**config.mk**
```make
export PLATFORM = sky130hd
export DESIGN_NAME = hv_run_sched
export DESIGN_NICKNAME = d
export VERILOG_FILES = /design/src/rtl/hv_run_sched.sv
export SDC_FILE = /design/constraint.sdc
export NUM_CORES = 1
export LEC_CHECK = 0
export ABC_CLOCK_PERIOD_IN_PS = 2200
export CAP_MARGIN = 10
export CORE_ASPECT_RATIO = 0.75
export CORE_MARGIN = 3
export CORE_UTILIZATION = 40
export CTS_CLUSTER_SIZE = 30
export DETAILED_ROUTE_END_ITERATION = 8
export HOLD_SLACK_MARGIN = 0.03
export PLACE_DENSITY = 0.7
export SLEW_MARGIN = 20
export SYNTH_ARGS = -nofsm -noshare
export SYNTH_HDL_FRONTEND = slang
export SYNTH_SLANG_ARGS = --single-unit
```
**constraint.sdc**
```tcl
create_clock -name AXIS_ACLK -period 2.2 [get_ports AXIS_ACLK]
set_input_delay 0.22 -clock AXIS_ACLK [delete_from_list [all_inputs] [get_ports AXIS_ACLK]]
set_output_delay 0.22 -clock AXIS_ACLK [all_outputs]
set_load 0.01 [all_outputs]
```
**src/rtl/hv_run_sched.sv**
```systemverilog
// Job sequencer for one HPU run: item-memory generation phase, then a j-by-i
// compute loop over the input stream that issues exec/last_j/s_fin pulses.
module hv_run_sched #(
   parameter int ADDR_W = 20,
   parameter int MAT_W  = 16
) (
   input  logic              AXIS_ACLK,
   input  logic              AXIS_ARESETN,
   input  logic              start,
   input  logic              abort,
   input  logic [MAT_W-1:0]  cfg_mat_num,
   input  logic [ADDR_W-1:0] cfg_addr_i,
   input  logic [ADDR_W-1:0] cfg_addr_j,
   input  logic              src_valid,
   input  logic              dst_ready,
   output logic              src_ready,
   output logic              matw,
   output logic [MAT_W-1:0]  mat_a,
   output logic              exec,
   output logic              last_j,
   output logic              update,
   output logic              s_fin,
   output logic              busy,
   output logic              done
);

   typedef enum logic [1:0] {
      ST_IDLE = 2'd0,
      ST_GEN  = 2'd1,
      ST_RUN  = 2'd2,
      ST_FIN  = 2'd3
   } state_t;

   state_t             state_q;

   logic [MAT_W-1:0]   mat_num_q;
   logic [ADDR_W-1:0]  addr_i_q;
   logic [ADDR_W-1:0]  addr_j_q;

   logic [MAT_W-1:0]   mat_a_q, mat_a_d;
   logic [ADDR_W-1:0]  i_q, i_d;
   logic [ADDR_W-1:0]  j_q, j_d;

   logic               matw_q;
   logic               busy_q;
   logic               done_q;
   logic               exec_q;
   logic               last_j_q;
   logic               s_fin_q;

   logic               beat_acc;
   logic               row_end;
   logic               job_end;

   // Downstream backpressure is passed straight through while streaming.
   assign src_ready = (state_q == ST_RUN) & dst_ready;
   assign beat_acc  = src_valid & src_ready;
   assign row_end   = (j_q == addr_j_q);
   assign job_end   = row_end & (i_q == addr_i_q);

   always_comb begin
      // NOTE: each next-state value is assigned on every path through this
      // block, so synthesis sees pure combinational logic and infers no latch.
      mat_a_d = mat_a_q + MAT_W'(1);
      j_d     = j_q + ADDR_W'(1);
      i_d     = i_q;
      if (row_end) begin
         j_d = '0;
         i_d = i_q + ADDR_W'(1);
      end
      if (job_end) begin
         i_d = '0;
      end
   end

   // NOTE: all state is updated with non-blocking assignments so every register
   // samples the pre-edge values, independent of statement order.
   always_ff @(posedge AXIS_ACLK) begin
      if (!AXIS_ARESETN) begin
         state_q   <= ST_IDLE;
         mat_num_q <= '0;
         addr_i_q  <= '0;
         addr_j_q  <= '0;
         mat_a_q   <= '0;
         i_q       <= '0;
         j_q       <= '0;
         matw_q    <= 1'b0;
         busy_q    <= 1'b0;
         done_q    <= 1'b0;
         exec_q    <= 1'b0;
         last_j_q  <= 1'b0;
         s_fin_q   <= 1'b0;
      end else begin
         exec_q   <= 1'b0;
         last_j_q <= 1'b0;
         s_fin_q  <= 1'b0;

         if (abort) begin
            // Cancel: leaves done untouched and drops any beat seen this cycle.
            state_q <= ST_IDLE;
            matw_q  <= 1'b0;
            busy_q  <= 1'b0;
            mat_a_q <= '0;
            i_q     <= '0;
            j_q     <= '0;
         end else begin
            case (state_q)
               ST_IDLE: begin
                  if (start) begin
                     state_q   <= ST_GEN;
                     mat_num_q <= cfg_mat_num;
                     addr_i_q  <= cfg_addr_i;
                     addr_j_q  <= cfg_addr_j;
                     mat_a_q   <= '0;
                     i_q       <= '0;
                     j_q       <= '0;
                     matw_q    <= 1'b1;
                     busy_q    <= 1'b1;
                     done_q    <= 1'b0;
                  end
               end

               ST_GEN: begin
                  if (mat_a_q == mat_num_q) begin
                     state_q <= ST_RUN;
                     matw_q  <= 1'b0;
                     mat_a_q <= '0;
                  end else begin
                     mat_a_q <= mat_a_d;
                  end
               end

               ST_RUN: begin
                  if (beat_acc) begin
                     exec_q   <= 1'b1;
                     last_j_q <= row_end;
                     s_fin_q  <= job_end;
                     i_q      <= i_d;
                     j_q      <= j_d;
                     if (job_end) begin
                        state_q <= ST_FIN;
                     end
                  end
               end

               ST_FIN: begin
                  state_q <= ST_IDLE;
                  busy_q  <= 1'b0;
                  done_q  <= 1'b1;
               end

               default: begin
                  state_q <= ST_IDLE;
                  busy_q  <= 1'b0;
                  matw_q  <= 1'b0;
               end
            endcase
         end
      end
   end

   assign matw   = matw_q;
   assign mat_a  = mat_a_q;
   assign busy   = busy_q;
   assign done   = done_q;
   assign exec   = exec_q;
   assign last_j = last_j_q;
   assign update = last_j_q;
   assign s_fin  = s_fin_q;

endmodule
```
==> impl_metrics.csv, run 1 <==
group,metric,value,unit
outcome,outcome,"complete, no violations",
logic_synthesis,netlist-cell-type-count,53,
routing,avgViaCountPerCell,5.00,
power_and_ir_drop,power.density,747,nW/um^2
timing,worstMarginPinSlew,0.539,ns
logic_synthesis,netlist_area,5750,sq um
logic_synthesis,synthMuxAreaShare,0.523,%
power_and_ir_drop,cellLeakagePower,2.72,nW
clocking,clockBufferDepth,2,
final_layout,final_nets,846,
power_and_ir_drop,internal_power,0.00435,W
power_and_ir_drop,peakVddDrop,0.495,mV
global_routing,use_met2,30.8,%
power_and_ir_drop,p_clk_share,50.0,%
global_routing,grt-ovfl-total,0,
critical_path,crit_required,2.49,ns
clocking,hold_buffers,0,
power_and_ir_drop,seqPwrFrac,39.6,%
timing,finalMaxSlewViolations,0,
critical_path,critPathMaxFanout,11,
power_and_ir_drop,p_total,0.00576,W
clocking,cts_tree,"built",
final_layout,final_cell_area,7700,sq um
logic_synthesis,syn_avg_cell_area,8.73,sq um
die,core,13900,sq um
critical_path,r2r_setup_slack,0.03,ns
clocking,cts.sinks,120,
global_routing,track_usage,19.3,%
timing,fin_hold_ws,0.359,ns
global_routing,grt_pass1_vias,5067,
run,cap_violations,0,
die,rows,37,
timing,period_share,98.8,%
clocking,cts_inserted_buffers,17,
logic_synthesis,synth_top_family_by_area,"simple AND/OR/NAND/NOR gates",
die,io_pins,86,
critical_path,cpMostUsedCell,"xnor2_1",
placed_design,dp.final_hpwl,10600,um
logic_synthesis,synth_warnings,0,
final_layout,drive_gt1_share,14.7,%
critical_path,crit_path_top_delay_cell,"dfxtp_2",
placed_design,placed_area,7020,sq um
clocking,htree_levels,4,
die,die_h,110,um
timing,fin_skew,0.0137,ns
clocking,root_buffer,"clkbuf_16",
die,die_w,144,um
final_layout,area_growth,34.0,%
logic_synthesis,synth_fp_nets,728,
timing,post-route-min-period,2.17,ns
critical_path,crit_chain,"xnor2_1 -> nand4_1 -> nor3_4 -> a21boi_4 -> buf_12 -> nor4b_4 -> xnor2_1 -> nor2_1",
logic_synthesis,synth_edf_count,0,
timing,finalSetupViolCount,0,
critical_path,worst_ep_arrival_time,2.47,ns
critical_path,worstSetupPathType,"reg -> reg",
logic_synthesis,ys.flop_type,"dfxtp_1",
logic_synthesis,synthArstFlopShare,0,%
final_layout,n_antenna_cell,0,
worst_hold_path,hold_path.class,"in -> reg",
timing,slew_headroom,64.1,%
logic_synthesis,synth-compound-area-share,10.4,%
routing,drc,0,
routing,first_iter_violations,334,
logic_synthesis,syn_inst,658,
logic_synthesis,synthAdderAreaFrac,1.74,%
critical_path,end_kind,"flop",
critical_path,critPathLaunchType,"flop",
critical_path,crit_family,"simple AND/OR/NAND/NOR gates",
global_routing,antenna_found_initial,0,
logic_synthesis,seq_area_frac_synth,41.8,%
global_routing,grt_pass1_wl,24200,um
timing,hold_viol_final,0,
routing,drtPass1Iterations,5,
critical_path,slowest_delay,0.35,ns
routing,routed_wl,14800,um
global_routing,grt_busiest_layer,"met2",
routing,ant_nets,0,
placed_design,gp_congestion,0.916,
global_routing,met1_usage,26.0,%
power_and_ir_drop,p_sw,0.00141,W
routing,wl_per_cell,15.3,um
global_routing,grt_max_degree,59,
placed_design,portBuffers,85,
logic_synthesis,synthXorXnorAreaFrac,16.0,%
logic_synthesis,yosys.area_share.simple,26.8,%
logic_synthesis,synth_seq_cells,120,
clocking,clk_pin_slew,0.06,ns
global_routing,met3_usage,5.13,%
timing,clock.fmax,0.460,GHz
clocking,clk_latency,0.42,ns
power_and_ir_drop,switching_share,24.5,%
die,dieArea,15900,sq um
die,initial_core_util,41.4,%
routing,num_vias,4820,
critical_path,path_buf_inv,1,
power_and_ir_drop,power_frac_comb,10.4,%
-- repair_timing --
item / CTS / global route
gates resized for setup: 2 / 16
endpoints found under the setup margin: 17 / 27
pin swaps: 1 / 3
gates cloned: 0 / 0
buffers inserted: 0 / 2
-- layer usage --
| metal | part of all wire (%) | up-vias |
|---|---|---|
| met2 | 45 | 115 |
| li1 | - | 2427 |
| met5 | 0 | - |
| met1 | 49 | 2264 |
| met4 | 0.81 | 0 |
| met3 | 4.8 | 14 |
-- final cells by class --
type | count | area (sq um)
clock buffer | 18 | 439
timing repair buffer | 127 | 1190
inverter | 7 | 26.3
clock inverter | 14 | 171
multi-input combinational | 503 | 3240
fill | 1215 | 6190
sequential | 120 | 2410
tap | 175 | 219
-- final timing paths --
check,start,endpoint,cells after the start
min reg2reg,mat_num_q[7],mat_num_q[7],2
max,j_q[1],i_q[19],8
min,cfg_addr_j[4],addr_j_q[4],3
max reg2reg,j_q[1],i_q[19],8
-- cell usage after synthesis, types with 8 or more instances --
cell        n  area [sq um]
dfxtp_1   120          2400
nor3_1     15          75.1
xnor2_1    66           578
xor2_1     39           342
nand2_1   137           514
nand3_1    21           105
nand4_1    20           125
a21boi_0   56           420
nor2_1     68           255
clkbuf_1   17          63.8
ha_1        8           100
-- power groups by stage --
stage / combinational (W) / sequential [W] / clock (W)
CTS: 0.000583 / 0.00228 / 0.00292
global placement: 0.000566 / 0.00233 / 0
global route: 0.000649 / 0.00229 / 0.00300
detailed placement: 0.000577 / 0.00233 / 0
floorplan: 0.000313 / 0.00232 / 0
finish: 0.000596 / 0.00228 / 0.00288
-- cells in the final DEF (no fill, tap or decap), types with 3 or more instances in the layout --
master	n
inv_1	5
dfxtp_2	3
ha_1	6
dfxtp_1	116
nor4b_2	3
inv_6	3
mux2i_1	3
bufinv_16	3
nand4_1	20
nand3_1	20
buf_4	39
a21oi_1	7
clkdlybuf4s50_1	85
nor4_2	9
xnor2_1	66
clkinv_2	3
and3_1	6
nor3_1	14
nor2b_1	3
xor2_1	39
o21ai_0	3
a21boi_0	56
clkinvlp_4	3
nor2_1	66
clkbuf_16	17
nand2_1	137
-- worst reg2reg max path, delay by kind of cell (launching register included) --
kind | cells | cell delay (ns)
flip-flops | 1 | 0.35
AND/OR/NAND/NOR | 4 | 0.91
buffers and inverters | 1 | 0.19
XOR/XNOR | 2 | 0.42
AO/OA/AOI/OAI | 1 | 0.18
-- stage by stage --
step | setup WS, ns | std cells | TNS (ns) | util, %
after floorplan | 0.108 | 658 | 0 | -
after global placement | 0.0566 | 930 | 0 | 50.5
after detailed placement | -0.0758 | 930 | -0.128 | 50.5
after CTS | 0.0105 | 962 | 0 | 55.0
after global routing | -0.0592 | 964 | -0.0637 | 55.5
final | 0.0267 | 964 | 0 | 55.5
-- cell families (layout without fill, tap and decap cells) --
group / after synthesis / in the layout
buf+inv: 35 / 166
flops: 120 / 120
xor+xnor: 105 / 105
simple gates: 307 / 307
compound gates: 80 / 80
fa+ha+maj: 8 / 8
mux: 3 / 3
-- flip-flops by register name (all words and copies together), names as in the netlist --
register,cells
j_q,20
mat_num_q,16
addr_i_q,20
mat_a,16
i_q,20
addr_j_q,20
done,1
busy,1
matw,1
s_fin,1
exec,1
state_q,2
last_j,1
Note: power is estimated with default switching activity, not from simulation.
==> run 2, diff against run 1 <==
--- a/config.mk
+++ b/config.mk
@@ -7,13 +7,16 @@
 export LEC_CHECK = 0
 export ABC_CLOCK_PERIOD_IN_PS = 2200
 export CAP_MARGIN = 10
+export CELL_PAD_IN_SITES_DETAIL_PLACEMENT = 1
+export CELL_PAD_IN_SITES_GLOBAL_PLACEMENT = 1
 export CORE_ASPECT_RATIO = 0.75
-export CORE_MARGIN = 3
-export CORE_UTILIZATION = 40
+export CORE_MARGIN = 8
+export CORE_UTILIZATION = 37
 export CTS_CLUSTER_SIZE = 30
 export DETAILED_ROUTE_END_ITERATION = 8
+export GPL_TIMING_DRIVEN = 0
 export HOLD_SLACK_MARGIN = 0.03
-export PLACE_DENSITY = 0.7
+export PLACE_DENSITY = 0.82
 export SLEW_MARGIN = 20
 export SYNTH_ARGS = -nofsm -noshare
 export SYNTH_HDL_FRONTEND = slang
==> run 2 against run 1 <==
Against the previous run: the flow now finishes with violations (negative setup slack); sequential share of layout area shrank 0.88 points; clock power grew 8.0%; power grew 5.6%; sequential cell count is the same; largest power group unchanged; critical endpoint is now i_q[12]; via count grew 7.0%; clock-buffer cell count shrank 1.
==> impl_metrics.csv, run 2 (synthesis results as in run 1) <==
group,metric,value,unit
outcome,outcome,"complete, but fails checks",
outcome,violations,"negative setup slack",
die,io_pins,86,
final_layout,layout_common_cells,"136 x nand2_1, 114 x dfxtp_1, 85 x clkdlybuf4s50_1, 67 x nor2_1, 66 x xnor2_1",
final_layout,drive_gt1_share,15.5,%
global_routing,grt_max_degree,17,
power_and_ir_drop,p_total,0.00607,W
final_layout,n_fill_cell,1763,
routing,drtPass1Iterations,4,
timing,worstMarginPinSlew,0.634,ns
final_layout,area_growth,38.2,%
power_and_ir_drop,internal_power,0.00456,W
routing,drc,0,
critical_path,crit_chain,"xnor2_1 -> nand4_1 -> nor3_4 -> a21boi_4 -> clkbuf_4 -> nor4_2 -> xnor2_1 -> nor2_1",
placed_design,placed_area,6850,sq um
global_routing,grt_pass1_wl,30100,um
final_layout,final_util,52.2,%
final_layout,final_cell_area,7940,sq um
placed_design,portBuffers,85,
critical_path,slowest_delay,0.47,ns
timing,hold_viol_final,0,
global_routing,track_usage,19.2,%
power_and_ir_drop,power_frac_comb,11.1,%
placed_design,place_ws,-0.312,ns
routing,num_vias,5158,
power_and_ir_drop,p_sw,0.00151,W
critical_path,critPathLaunchType,"flop",
critical_path,crit_required,2.51,ns
critical_path,critPathMaxFanout,10,
power_and_ir_drop,power.density,765,nW/um^2
timing,clock.fmax,0.440,GHz
power_and_ir_drop,switching_share,24.9,%
routing,wl_per_cell,19.6,um
timing,finalMaxSlewViolations,0,
worst_hold_path,hold_path.class,"in -> reg",
timing,rsz0062_at_grt,"yes",
final_layout,final_nets,858,
clocking,htree_levels,4,
critical_path,end_kind,"flop",
clocking,cts.sinks,120,
clocking,clk_latency,0.42,ns
placed_design,gp_congestion,0.828,
final_layout,layout_commonest_cell,"nand2_1",
critical_path,cpMostUsedCell,"xnor2_1",
die,die_w,160,um
worst_hold_path,min_from,"cfg_addr_j[9]",
power_and_ir_drop,p_clk_share,51.2,%
critical_path,crit_path_top_delay_cell,"dfxtp_1",
routing,routed_wl,19700,um
worst_hold_path,hold-path-endpoint,"addr_j_q[9]",
clocking,cts_inserted_buffers,17,
die,rows,39,
global_routing,antenna_found_initial,0,
power_and_ir_drop,cellLeakagePower,2.78,nW
die,dieArea,19800,sq um
worst_hold_path,hold_depth,3,
critical_path,r2r-end,"i_q[12]",
timing,period_share,103,%
die,core,15200,sq um
placed_design,dp.final_hpwl,13200,um
clocking,clockBufferDepth,2,
global_routing,grt-ovfl-total,0,
routing,first_iter_violations,234,
critical_path,r2r_cells,8,
timing,finalSetupViolCount,5,
global_routing,grt_pass1_vias,5612,
clocking,root_buffer,"clkbuf_16",
clocking,cts_tree,"built",
die,die_h,124,um
critical_path,r2r_start,"j_q[15]",
critical_path,worstSetupPathType,"reg -> reg",
critical_path,r2r_setup_slack,-0.07,ns
routing,ant_nets,0,
clocking,hold_buffers,0,
timing,tns,-0.133,ns
run,cap_violations,0,
power_and_ir_drop,seqPwrFrac,37.7,%
final_layout,n_antenna_cell,0,
timing,slew_headroom,57.7,%
timing,fin_skew,0.00904,ns
timing,setup_ws,-0.0738,ns
timing,post-route-min-period,2.27,ns
critical_path,worst_ep_arrival_time,2.59,ns
die,initial_core_util,37.7,%
power_and_ir_drop,peakVddDrop,0.453,mV
routing,avgViaCountPerCell,5.13,
clocking,clk_pin_slew,0.06,ns
==> run 2: final cells by class <==
type	count	area, sq um	share of cell area [%]
multi-input cells	503	3380	42.5
flip-flops and latches	120	2410	30.4
repair buffers	113	1060	13.4
clock buffers	17	425	5.36
well taps	205	256	3.23
clock inverters	14	223	2.80
plain buffers	26	150	1.89
inverters	7	28.8	0.362
==> run 2: repair_timing <==
item,in CTS,in global routing
pin swaps,5,16
endpoints found under the setup margin,86,40
endpoints found under the hold margin,0,0
setup buffers,9,19
gates resized for setup,29,28
==> run 2: per-stage QoR <==
stage / instances / hold WS (ns)
2_1_floorplan: 658 / 0.365
5_1_grt: 1005 / 0.362
6_report: 1005 / 0.350
3_5_place_dp: 948 / 0.477
3_3_place_gp: 948 / 0.465
4_1_cts: 986 / 0.345
==> run 2: routing by layer <==
layer	GRT usage, %	vias to the layer above	part of all wire, %
met5	0	-	0
met4	6.29	0	1.7
met3	4.36	28	3.6
met2	34.3	124	50
met1	22.9	2547	44
li1	-	2459	-
==> run 2: worst max path at each step <==
stage          startpoint            to  slack, ns  cells after the start
3_5_place_dp   state_q[0]  mat_num_q[3]      -0.31                      8
5_1_grt           j_q[15]       i_q[12]      -0.23                      8
2_1_floorplan  state_q[0]       i_q[15]       0.11                     10
4_1_cts            j_q[9]       j_q[13]       0.03                      8
3_3_place_gp   state_q[0]       j_q[19]      -0.18                      9
6_report          j_q[15]       i_q[12]      -0.07                      8
==> run 2: power by group through the flow <==
stage,Sequential [W],Combinational (W),Clock [W]
global route,0.00229,0.000728,0.00323
finish,0.00229,0.000675,0.00311
CTS,0.00229,0.000604,0.00312
floorplan,0.00232,0.000313,0
global placement,0.00233,0.000526,0
detailed placement,0.00233,0.000552,0
==> run 2: worst max-delay path, delay by kind of cell, from the launching register on <==
family	cells	cell delay, ns
xor gates and xnor gates	2	0.40
AOI/OAI and AO/OA	1	0.18
DFF	1	0.47
buffers and inverters	1	0.26
and+or+nand+nor	4	0.86
==> run 3, diff against run 2 <==
--- a/config.mk
+++ b/config.mk
@@ -5,13 +5,14 @@
 export SDC_FILE = /design/constraint.sdc
 export NUM_CORES = 1
 export LEC_CHECK = 0
+export ABC_AREA = 1
 export ABC_CLOCK_PERIOD_IN_PS = 2200
 export CAP_MARGIN = 10
 export CELL_PAD_IN_SITES_DETAIL_PLACEMENT = 1
 export CELL_PAD_IN_SITES_GLOBAL_PLACEMENT = 1
 export CORE_ASPECT_RATIO = 0.75
 export CORE_MARGIN = 8
-export CORE_UTILIZATION = 37
+export CORE_UTILIZATION = 35
 export CTS_CLUSTER_SIZE = 30
 export DETAILED_ROUTE_END_ITERATION = 8
 export GPL_TIMING_DRIVEN = 0
==> constraint.sdc (replaced) <==
create_clock -name AXIS_ACLK -period 2.2 [get_ports AXIS_ACLK]
set_input_delay 0.22 -clock AXIS_ACLK [delete_from_list [all_inputs] [get_ports AXIS_ACLK]]
set_output_delay 0.22 -clock AXIS_ACLK [all_outputs]
set_load 0.05 [all_outputs]
==> run 3 against run 2 <==
Against the previous run: the run now ends clean; global-route usage increased by 0.76 points; clock power decreased by 3%; largest power group unchanged; power increased by 7.0%; combinational power up 67%; utilization decreased by 5.6 points; largest cell class unchanged; register-to-register slack improved by 0.15 ns; non-clock buffer count decreased by 18; sequential power grew 3%; fmax increased by 7.3%; sequential cell count unchanged.
==> impl_metrics.csv, run 3 <==
group,metric,value,unit
final_layout,area_growth,29.3,%
final_layout,n_fill_cell,2361,
placed_design,placed_area,7550,sq um
routing,wl_met2,10500,um
clocking,cts.sinks,120,
critical_path,crit_required,2.55,ns
routing,avgViaCountPerCell,5.02,
worst_hold_path,hold_path.class,"in -> reg",
clocking,clockBufferDepth,2,
logic_synthesis,synthArstFlopShare,0,%
logic_synthesis,yosysMostFrequentCell,"nand2_1",
logic_synthesis,synth_edf_count,0,
placed_design,gp_congestion,0.872,
global_routing,grt_pass1_vias,6978,
timing,fin_skew,0.00858,ns
final_layout,drive_gt1_share,8.55,%
timing,finalSetupViolCount,0,
critical_path,r2r_setup_slack,0.08,ns
die,core,17800,sq um
die,io_pins,86,
timing,post-route-min-period,2.12,ns
routing,top_layer,"met5",
critical_path,critPathLaunchType,"flop",
logic_synthesis,ys.flop_type,"dfxtp_1",
routing,first_iter_violations,407,
placed_design,dp.final_hpwl,16400,um
logic_synthesis,synth_seq_cells,120,
final_layout,layout_commonest_cell,"nand2_1",
routing,routed-wl-met3,1210,um
worst_hold_path,hold_depth,3,
power_and_ir_drop,seqPwrFrac,36.3,%
outcome,outcome,"complete, no violations",
routing,num_vias,6743,
timing,hold_viol_final,0,
die,dieArea,22900,sq um
global_routing,track_usage,20.0,%
critical_path,worstSetupPathType,"reg -> reg",
logic_synthesis,yosysTopAreaCell,"dfxtp_1",
critical_path,crit_path_top_delay_cell,"dfxtp_1",
critical_path,end_kind,"flop",
worst_hold_path,hold-path-endpoint,"mat_num_q[2]",
global_routing,antenna_found_initial,2,
critical_path,r2r-end,"mat_a[6]",
power_and_ir_drop,switching_share,28.7,%
clocking,hold_buffers,0,
clocking,root_buffer,"clkbuf_16",
power_and_ir_drop,peakVddDrop,0.359,mV
logic_synthesis,synth_area_leaders,"dfxtp_1 38%, nand2_1 14%, nor2_1 9.5%",
global_routing,grt_max_degree,17,
final_layout,layout_common_cells,"228 x nand2_1, 158 x nor2_1, 120 x inv_1, 119 x dfxtp_1, 84 x clkdlybuf4s50_1",
logic_synthesis,synth_warnings,0,
clocking,cts_tree,"built",
die,die_w,172,um
logic_synthesis,syn_avg_cell_area,6.51,sq um
timing,period_share,96.3,%
global_routing,grt_pass1_wl,36500,um
clocking,cts_inserted_buffers,17,
logic_synthesis,syn_inst,983,
power_and_ir_drop,power_frac_comb,17.3,%
die,rows,42,
power_and_ir_drop,internal_power,0.00464,W
routing,routed_wl,22200,um
timing,worstMarginPinSlew,0.705,ns
critical_path,r2r_start,"state_q[1]",
logic_synthesis,synth_fp_nets,1053,
routing,wl_per_cell,16.6,um
run,cap_violations,0,
logic_synthesis,netlist-cell-type-count,38,
routing,drt-met1-wl,10300,um
die,die_h,133,um
final_layout,final_nets,1157,
clocking,htree_levels,4,
final_layout,n_antenna_cell,0,
die,initial_core_util,36.0,%
timing,clock.fmax,0.472,GHz
critical_path,crit_chain,"inv_1 -> ha_2 -> inv_1 -> nor2_2 -> inv_2 -> o21ai_4 -> inv_2 -> nand2_1 -> nand2_2 -> buf_6 -> nor3_1",
worst_hold_path,min_from,"cfg_mat_num[2]",
critical_path,critPathMaxFanout,10,
routing,drtPass1Iterations,5,
timing,setup_ws,0.0811,ns
critical_path,worst_ep_arrival_time,2.47,ns
timing,slew_headroom,53.0,%
routing,drc,0,
power_and_ir_drop,cellLeakagePower,3.29,nW
power_and_ir_drop,p_sw,0.00186,W
timing,finalMaxSlewViolations,0,
placed_design,portBuffers,85,
logic_synthesis,synth_top_area_share,37.6,%
clocking,clk_pin_slew,0.06,ns
logic_synthesis,netlist_top_cells_count,"231 x nand2_1, 161 x nor2_1, 121 x inv_1",
power_and_ir_drop,power.density,786,nW/um^2
routing,ant_nets,0,
global_routing,grt-ovfl-total,0,
final_layout,final_cell_area,8270,sq um
placed_design,place_ws,-0.329,ns
critical_path,slowest_delay,0.36,ns
power_and_ir_drop,p_clk_share,46.3,%
critical_path,r2r_cells,11,
logic_synthesis,seq_area_frac_synth,37.6,%
logic_synthesis,netlist_area,6390,sq um
clocking,clk_latency,0.42,ns
-- run 3: changes by cell type in the layout (fill, tap and decap cells not counted), moves of 29 or more --
cell	before	now
nand2_1	136	228
nor2_1	67	158
a21boi_0	56	0
o21ai_0	3	69
nand3_1	18	47
a21oi_1	7	55
xnor2_1	66	12
inv_1	5	120
-- run 3: critical path: cells and delay by family, from the launching register on --
| family | cells | cell delay [ns] |
|---|---|---|
| simple gates | 4 | 0.56 |
| flops | 1 | 0.36 |
| fa+ha+maj | 1 | 0.25 |
| compound gates | 1 | 0.18 |
| buf+inv | 5 | 0.69 |
-- run 3: layout make-up --
| type | count | area (sq um) | share of cell area (%) |
|---|---|---|---|
| well taps | 242 | 303 | 3.66 |
| multi-input cells | 700 | 3400 | 41.1 |
| clock inverters | 12 | 174 | 2.10 |
| flip-flops and latches | 120 | 2400 | 29.1 |
| plain buffers | 36 | 204 | 2.47 |
| clock buffers | 20 | 457 | 5.52 |
| repair buffers | 85 | 850 | 10.3 |
| inverters | 127 | 479 | 5.79 |
-- run 3: worst max path at each step --
stage	startpoint	to	slack, ns	cells past startpoint
finish	state_q[1]	mat_a[6]	0.08	11
global route	state_q[1]	mat_a[6]	-0.03	11
CTS	state_q[0]	mat_a[6]	-0.03	11
detailed placement	start	addr_i_q[12]	-0.33	7
global placement	AXIS_ARESETN	j_q[13]	-0.36	7
floorplan	state_q[0]	j_q[9]	0.25	13
-- run 3: cells by family (layout without fill, tap and decap cells) --
family | after synthesis | in the layout | share of synthesized area, %
buffers and inverters | 163 | 280 | 10.3
xor gates and xnor gates | 36 | 36 | 4.93
adders and majority gates | 8 | 8 | 1.57
AOI/OAI and AO/OA | 136 | 136 | 11.1
and+or+nand+nor | 520 | 520 | 34.5
DFF | 120 | 120 | 37.6
-- run 3: through the flow --
step	util, %	hold WS, ns	power, W	TNS, ns	instances
after global placement	42.5	0.460	0.00344	-10.13	1310
after global routing	46.6	0.394	0.00676	-0.0425	1342
final	46.6	0.384	0.00650	0	1342
after CTS	46.1	0.376	0.00652	-0.0337	1342
after detailed placement	42.5	0.463	0.00348	-14.22	1310
after floorplan	-	0.355	0.00305	0	983
-- run 3: metal layers --
metal / track usage (%) / vias up
met4: 5.35 / 4
li1: - / 3304
met2: 32.9 / 148
met5: 0 / -
met3: 5.17 / 28
met1: 25.3 / 3259
-- run 3: repair_timing --
action,in CTS,in global routing
setup buffers,0,0
resized for setup,7,26
endpoints found under the setup margin,66,80
pin swaps,0,1
-- run 3: power by group through the flow --
stage	sequential, W	clock, W	combinational [W]
after floorplan	0.00241	0	0.000644
after global placement	0.00240	0	0.00104
after detailed placement	0.00241	0	0.00107
after CTS	0.00236	0.00305	0.00110
after global routing	0.00238	0.00315	0.00124
final	0.00236	0.00301	0.00113
==> RTL change 1: new RTL, settings of run 2 <==
Set the parameter `MAT_W` to 32 (it was 16).
--- a/src/rtl/hv_run_sched.sv
+++ b/src/rtl/hv_run_sched.sv
@@ -2,7 +2,7 @@
 // compute loop over the input stream that issues exec/last_j/s_fin pulses.
 module hv_run_sched #(
    parameter int ADDR_W = 20,
-   parameter int MAT_W  = 16
+   parameter int MAT_W  = 32
 ) (
    input  logic              AXIS_ACLK,
    input  logic              AXIS_ARESETN,
Ports: changed (resized cfg_mat_num and mat_a); port bits go from 86 to 118. No check against the original RTL was run, so the function may have changed too.
==> RTL change 1 against run 2 <==
Area after synthesis grew 24%. Combinational power grew 14%. Setup slack gained 0.070 ns. The flow still finishes with violations (setup timing). Design area grew 21%. Synthesized cell count grew 29%. Sequential cell count grew 32. Clock power shrank 14%. Highest routed layer unchanged. Sequential power grew 26%. Wire length grew 20%. Total power grew 4.6%. Non-clock buffer count grew 38. Critical path depth shrank 1.
==> RTL change 1: results (changes against run 2) <==
Run status
  • Status: finished with violations
  • Failing checks: setup timing

Placed design
  • Pre-CTS setup slack: -0.4932 ns (-0.1815 ns)
  • Final HPWL DP: 16790 um (+27%)
  • Buffers on Ports: 117 (+38%)
  • Final GP Congestion: 0.8026 (-3.1%)

Route
  • Violation count after the first detailed-routing iteration: 393 (+68%)
  • M1 WL: 10780 um (+23%)
  • Routed met3 length: 1658 um (+130%)
  • Via count: 6488 (+26%)
  • Routed wire length: 23570 um (+20%)
  • Top Metal Used: met4
  • Met2 wire len: 10830 um (+9.4%)
  • Drt pass-1 iters: 6 (+2)

Synthesis
  • Seq/Total Area, Yosys: 42.62% (+0.82 points)
  • Syn_nets: 933 (+28%)
  • FFs w/ async S/R, synth: 0% (unchanged)
  • Most common library cells after synthesis: nand2_1 (176), dfxtp_1 (152), xnor2_1 (96), a21boi_0 (72), nor2_1 (65)
  • Netlist cell types: 49 (-7.5%)
  • Ys Warns: 0 (unchanged)
  • Dominant cells by area after synthesis: dfxtp_1 (43%), xnor2_1 (12%), nand2_1 (9.3%), a21boi_0 (7.6%), nor2_1 (3.4%)

Timing
  • Final Skew: 0.009735 ns (+0.0006964 ns)
  • Worst-margin pin slew: 0.6269 ns (-0.007452 ns)
  • Fin worst setup slack: -0.004199 ns (+0.06957 ns)
  • Min Hold Slack: 0.3473 ns (-0.002887 ns)
  • Setup Viol. Count Final: 5 (unchanged)

Finish
  • Final #Nets: 1090 (+27%)
  • Layout cells sized above 1: 11.92% (-3.6 points)

GRT
  • Vias in the first global route: 6761 (+20%)
  • GRT Resource Usage Total: 19.17% (-0.044 points)
  • First-pass GRT wire length: 36290 um (+21%)
  • Initial antenna violation count: 1 (+1)
  • Pin count of the biggest net entering global routing: 17 (unchanged)

Clock network
  • Bufs on Longest Clock Path: 2 (unchanged)
  • H-tree depth: 4 (unchanged)
  • Worst skew pair latency: 0.43 ns
  • CTS root buffer: clkbuf_16
  • Reg clk slew, reported paths: 0.06 ns (about the same)
  • CTS buffer count: 17 (unchanged)

Power
  • VDD IR max: 0.5574 mV (+23%)
  • P_leak: 3.168 nW (+14%)

Critical path
  • Crit-path max FO: 10 (unchanged)

Worst hold path
  • Worst Hold Class: input port to flop
## RTL change 1: layout make-up
| type | instances | area (um2) |
|---|---|---|
| fillers | 2261 | 9550 |
| multi-input cells | 646 | 4129 |
| flip-flops and latches | 152 | 3065 |
| repair buffers | 139 | 1349 |
| clock buffers | 27 | 513.0 |
| well taps | 253 | 316.6 |
| plain buffers | 38 | 172.7 |
| inverters | 10 | 40.04 |
| clock inverters | 3 | 15.01 |
| diodes | 3 | 7.507 |
## RTL change 1: power by group
group	total, mW	internal (mW)	switching, mW
registers	2.89	2.83	0.0620
logic	0.771	0.367	0.403
clock network	2.69	1.58	1.12
## RTL change 1: worst paths after layout
kind	endpoint	cells past startpoint	from
worst max-delay path	i_q[9]	7	addr_i_q[19]
worst min-delay path	addr_j_q[5]	3	cfg_addr_j[5]
worst min register to register	addr_j_q[5]	2	addr_j_q[5]
worst max register to register	i_q[9]	7	addr_i_q[19]
## RTL change 1: critical path: stages, from the launching register on
cell and delay [ns]:
dfxtp_1 0.34, xnor2_1 0.31, nand4_1 0.19, nor3_2 0.35, a41oi_1 0.23, o21ai_4 0.29, buf_2 0.30, a21oi_1 0.07
## RTL change 1: metal layers
| metal | GRT usage, % | vias to the layer above |
|---|---|---|
| met1 | 25.28 | 3124 |
| met4 | 6.893 | 0 |
| met2 | 29.97 | 153 |
| li1 | - | 3181 |
| met3 | 4.802 | 30 |
| met5 | 0 | - |
## RTL change 1: kinds of logic (layout without fill, tap and decap cells)
| group | after synthesis | in the layout | synth area share [%] |
|---|---|---|---|
| other cells | 0 | 3 | 0 |
| buf+inv | 50 | 217 | 2.962 |
| fa+ha+maj | 8 | 8 | 1.402 |
| xor+xnor | 118 | 118 | 14.48 |
| mux | 5 | 5 | 0.7186 |
| simple gates | 378 | 379 | 25.04 |
| flops | 152 | 152 | 42.62 |
| compound gates | 136 | 136 | 12.78 |
## RTL change 1: repair_timing
item / CTS / global route
gates resized for setup: 42 / 26
gates cloned: 0 / 1
endpoints found under the setup margin: 140 / 63
buffers inserted: 8 / 14
pin swaps: 7 / 13
## RTL change 1: through the flow
stage | setup TNS [ns] | instance area [um2] | utilization (%) | total power, mW | cells
detailed placement | -38.26 | 8632 | 45.06 | 3.600 | 1217
finish | -0.01508 | 9608 | 50.15 | 6.352 | 1271
CTS | 0 | 9390 | 49.01 | 6.335 | 1254
floorplan | 0 | 7144 | - | 3.288 | 847
global route | -0.07347 | 9603 | 50.12 | 6.594 | 1269
global placement | -32.92 | 8632 | 45.06 | 3.582 | 1217
==> RTL change 2: new RTL, flow settings as in run 2 <==
Without the edit above. Encoding of `state_t`: now one-hot (4 bits for 4 states).
--- a/src/rtl/hv_run_sched.sv
+++ b/src/rtl/hv_run_sched.sv
@@ -24,11 +24,11 @@
    output logic              done
 );
 
-   typedef enum logic [1:0] {
-      ST_IDLE = 2'd0,
-      ST_GEN  = 2'd1,
-      ST_RUN  = 2'd2,
-      ST_FIN  = 2'd3
+   typedef enum logic [3:0] {
+      ST_IDLE = 4'b0001,
+      ST_GEN  = 4'b0010,
+      ST_RUN  = 4'b0100,
+      ST_FIN  = 4'b1000
    } state_t;
 
    state_t             state_q;
Formal check against the unedited RTL: no difference found for any inputs over 4 cycles, from zero or initial values and one cycle with AXIS_ARESETN low; so few cycles prove little.
==> RTL change 2 against run 2 <==
Critical path depth stayed put. Wire length decreased by 5.4%. Synthesized cell count rose by 5.8%. Combinational power fell by 19%. Design area decreased by 1.7%. Area after synthesis grew 1.2%. Setup slack improved by 0.13 ns. Sequential share of layout area grew 1.1 points. Total power hardly changed. Sequential cell count grew 2.
==> RTL change 2: results (changes against run 2) <==
Route
  • Routed met3 length: 860 um (+22%)
  • Met2 wire len: 8975 um (-9.3%)
  • M1 WL: 8324 um (-4.7%)
  • Violation count after the first detailed-routing iteration: 217 (-7.3%)
  • Via density: 5.197 (+1.3%)
  • Routed wire length: 18610 um (-5.4%)

Power
  • Pwr/cell area: 778.4 nW/um2 (+1.8%)
  • VDD IR max: 0.4798 mV (+5.9%)
  • Sequential share of power: 38.0% (+0.3 points)
  • Internal: 4.706 mW (+3.1%)
  • Clock share of power: 52.9% (+1.7 points)
  • P_leak: 3.013 nW (+8.4%)

Finish
  • Fillers: 1784 (+1.2%)
  • Fin cells: 1024 (+1.9%)
  • Final #Nets: 871 (+1.5%)
  • Layout cells sized above 1: 12.33% (-3.2 points)

Critical path
  • RR Startpoint: j_q[3]
  • Crit-path max FO: 5 (-5)
  • CP arrival: 2.44 ns (-0.15 ns)
  • R2r setup slk: 0.06 ns (+0.13 ns)
  • Worst Setup EP: i_q[14]
  • Slowest stage delay, CP: 0.43 ns (-0.04 ns)

GRT
  • First-pass GRT wire length: 29520 um (-1.8%)
  • Met2 usage: 31.10% (-3.2 points)
  • Grt met1 use: 22.18% (-0.68 points)
  • GRT Resource Usage Total: 18.27% (-0.94 points)
  • Initial antenna violation count: 0 (unchanged)
  • GR Util met3: 4.392% (+0.033 points)

Placed design
  • Pre-CTS setup slack: -0.4242 ns (-0.1125 ns)
  • Final HPWL DP: 13020 um (-1.3%)
  • Final GP Congestion: 0.8442 (+1.9%)
  • Cell Area, Placed: 6923 um2 (+1.0%)
  • Placed cells: 986 (+4.0%)

Worst hold path
  • Hold Path Sink: addr_j_q[12]
  • Min-delay src: cfg_addr_j[12]

Timing
  • Final Skew: 0.006147 ns (-0.002891 ns)
  • Min Hold Slack: 0.3612 ns (+0.01094 ns)
  • Relative slew margins: 63.10% (+5.4 points)
  • Fin crit share: 97.31% (-6.0 points)

Synthesis
  • Most common library cells after synthesis: nand2_1 (139), dfxtp_1 (122), xor2_1 (73), nor2_1 (70), a21boi_0 (56)
  • Netlist cell types: 49 (-7.5%)
  • Dominant cells by area after synthesis: dfxtp_1 (42%), xor2_1 (11%), nand2_1 (9.0%), a21boi_0 (7.2%), nor2_1 (4.5%)
  • Cells after Synth: 696 (+5.8%)
  • Seq/Total Area, Yosys: 42.00% (+0.19 points)
  • Syn_nets: 761 (+4.5%)

Clock network
  • H-tree depth: 4 (unchanged)
  • Post-CTS Repair Setup Buffers: 1 (-8)
  • Post_cts resized: 15 (-48%)

Run status
  • Status: completed
==> RTL change 2: cell types whose count changed in the layout (fill, tap and decap cells not counted), moves of 5 or more <==
cell and delta:
nor4_1 +5, xor2_1 +34, nand3b_1 +6, buf_4 -21
dfxtp_2 +8, a21oi_1 +14, and3_1 +7, or3_1 +9
xnor2_1 -49, o21ai_0 +17
==> RTL change 2: cell type report <==
cell class	count	area (um2)	area share, %
clock inverters	12	219.0	2.805
flip-flops and latches	122	2457	31.48
repair buffers	92	900.9	11.54
plain buffers	32	186.4	2.388
well taps	205	256.5	3.286
clock buffers	20	456.7	5.850
inverters	6	22.52	0.2885
multi-input cells	535	3307	42.36
==> RTL change 2: logic make-up after synthesis <==
kind of cell | synth area share [%]
compound gates | 12.74
xor+xnor | 13.55
fa+ha+maj | 0.6455
buf+inv | 3.077
flops | 42.00
mux | 0.3442
simple gates | 27.65
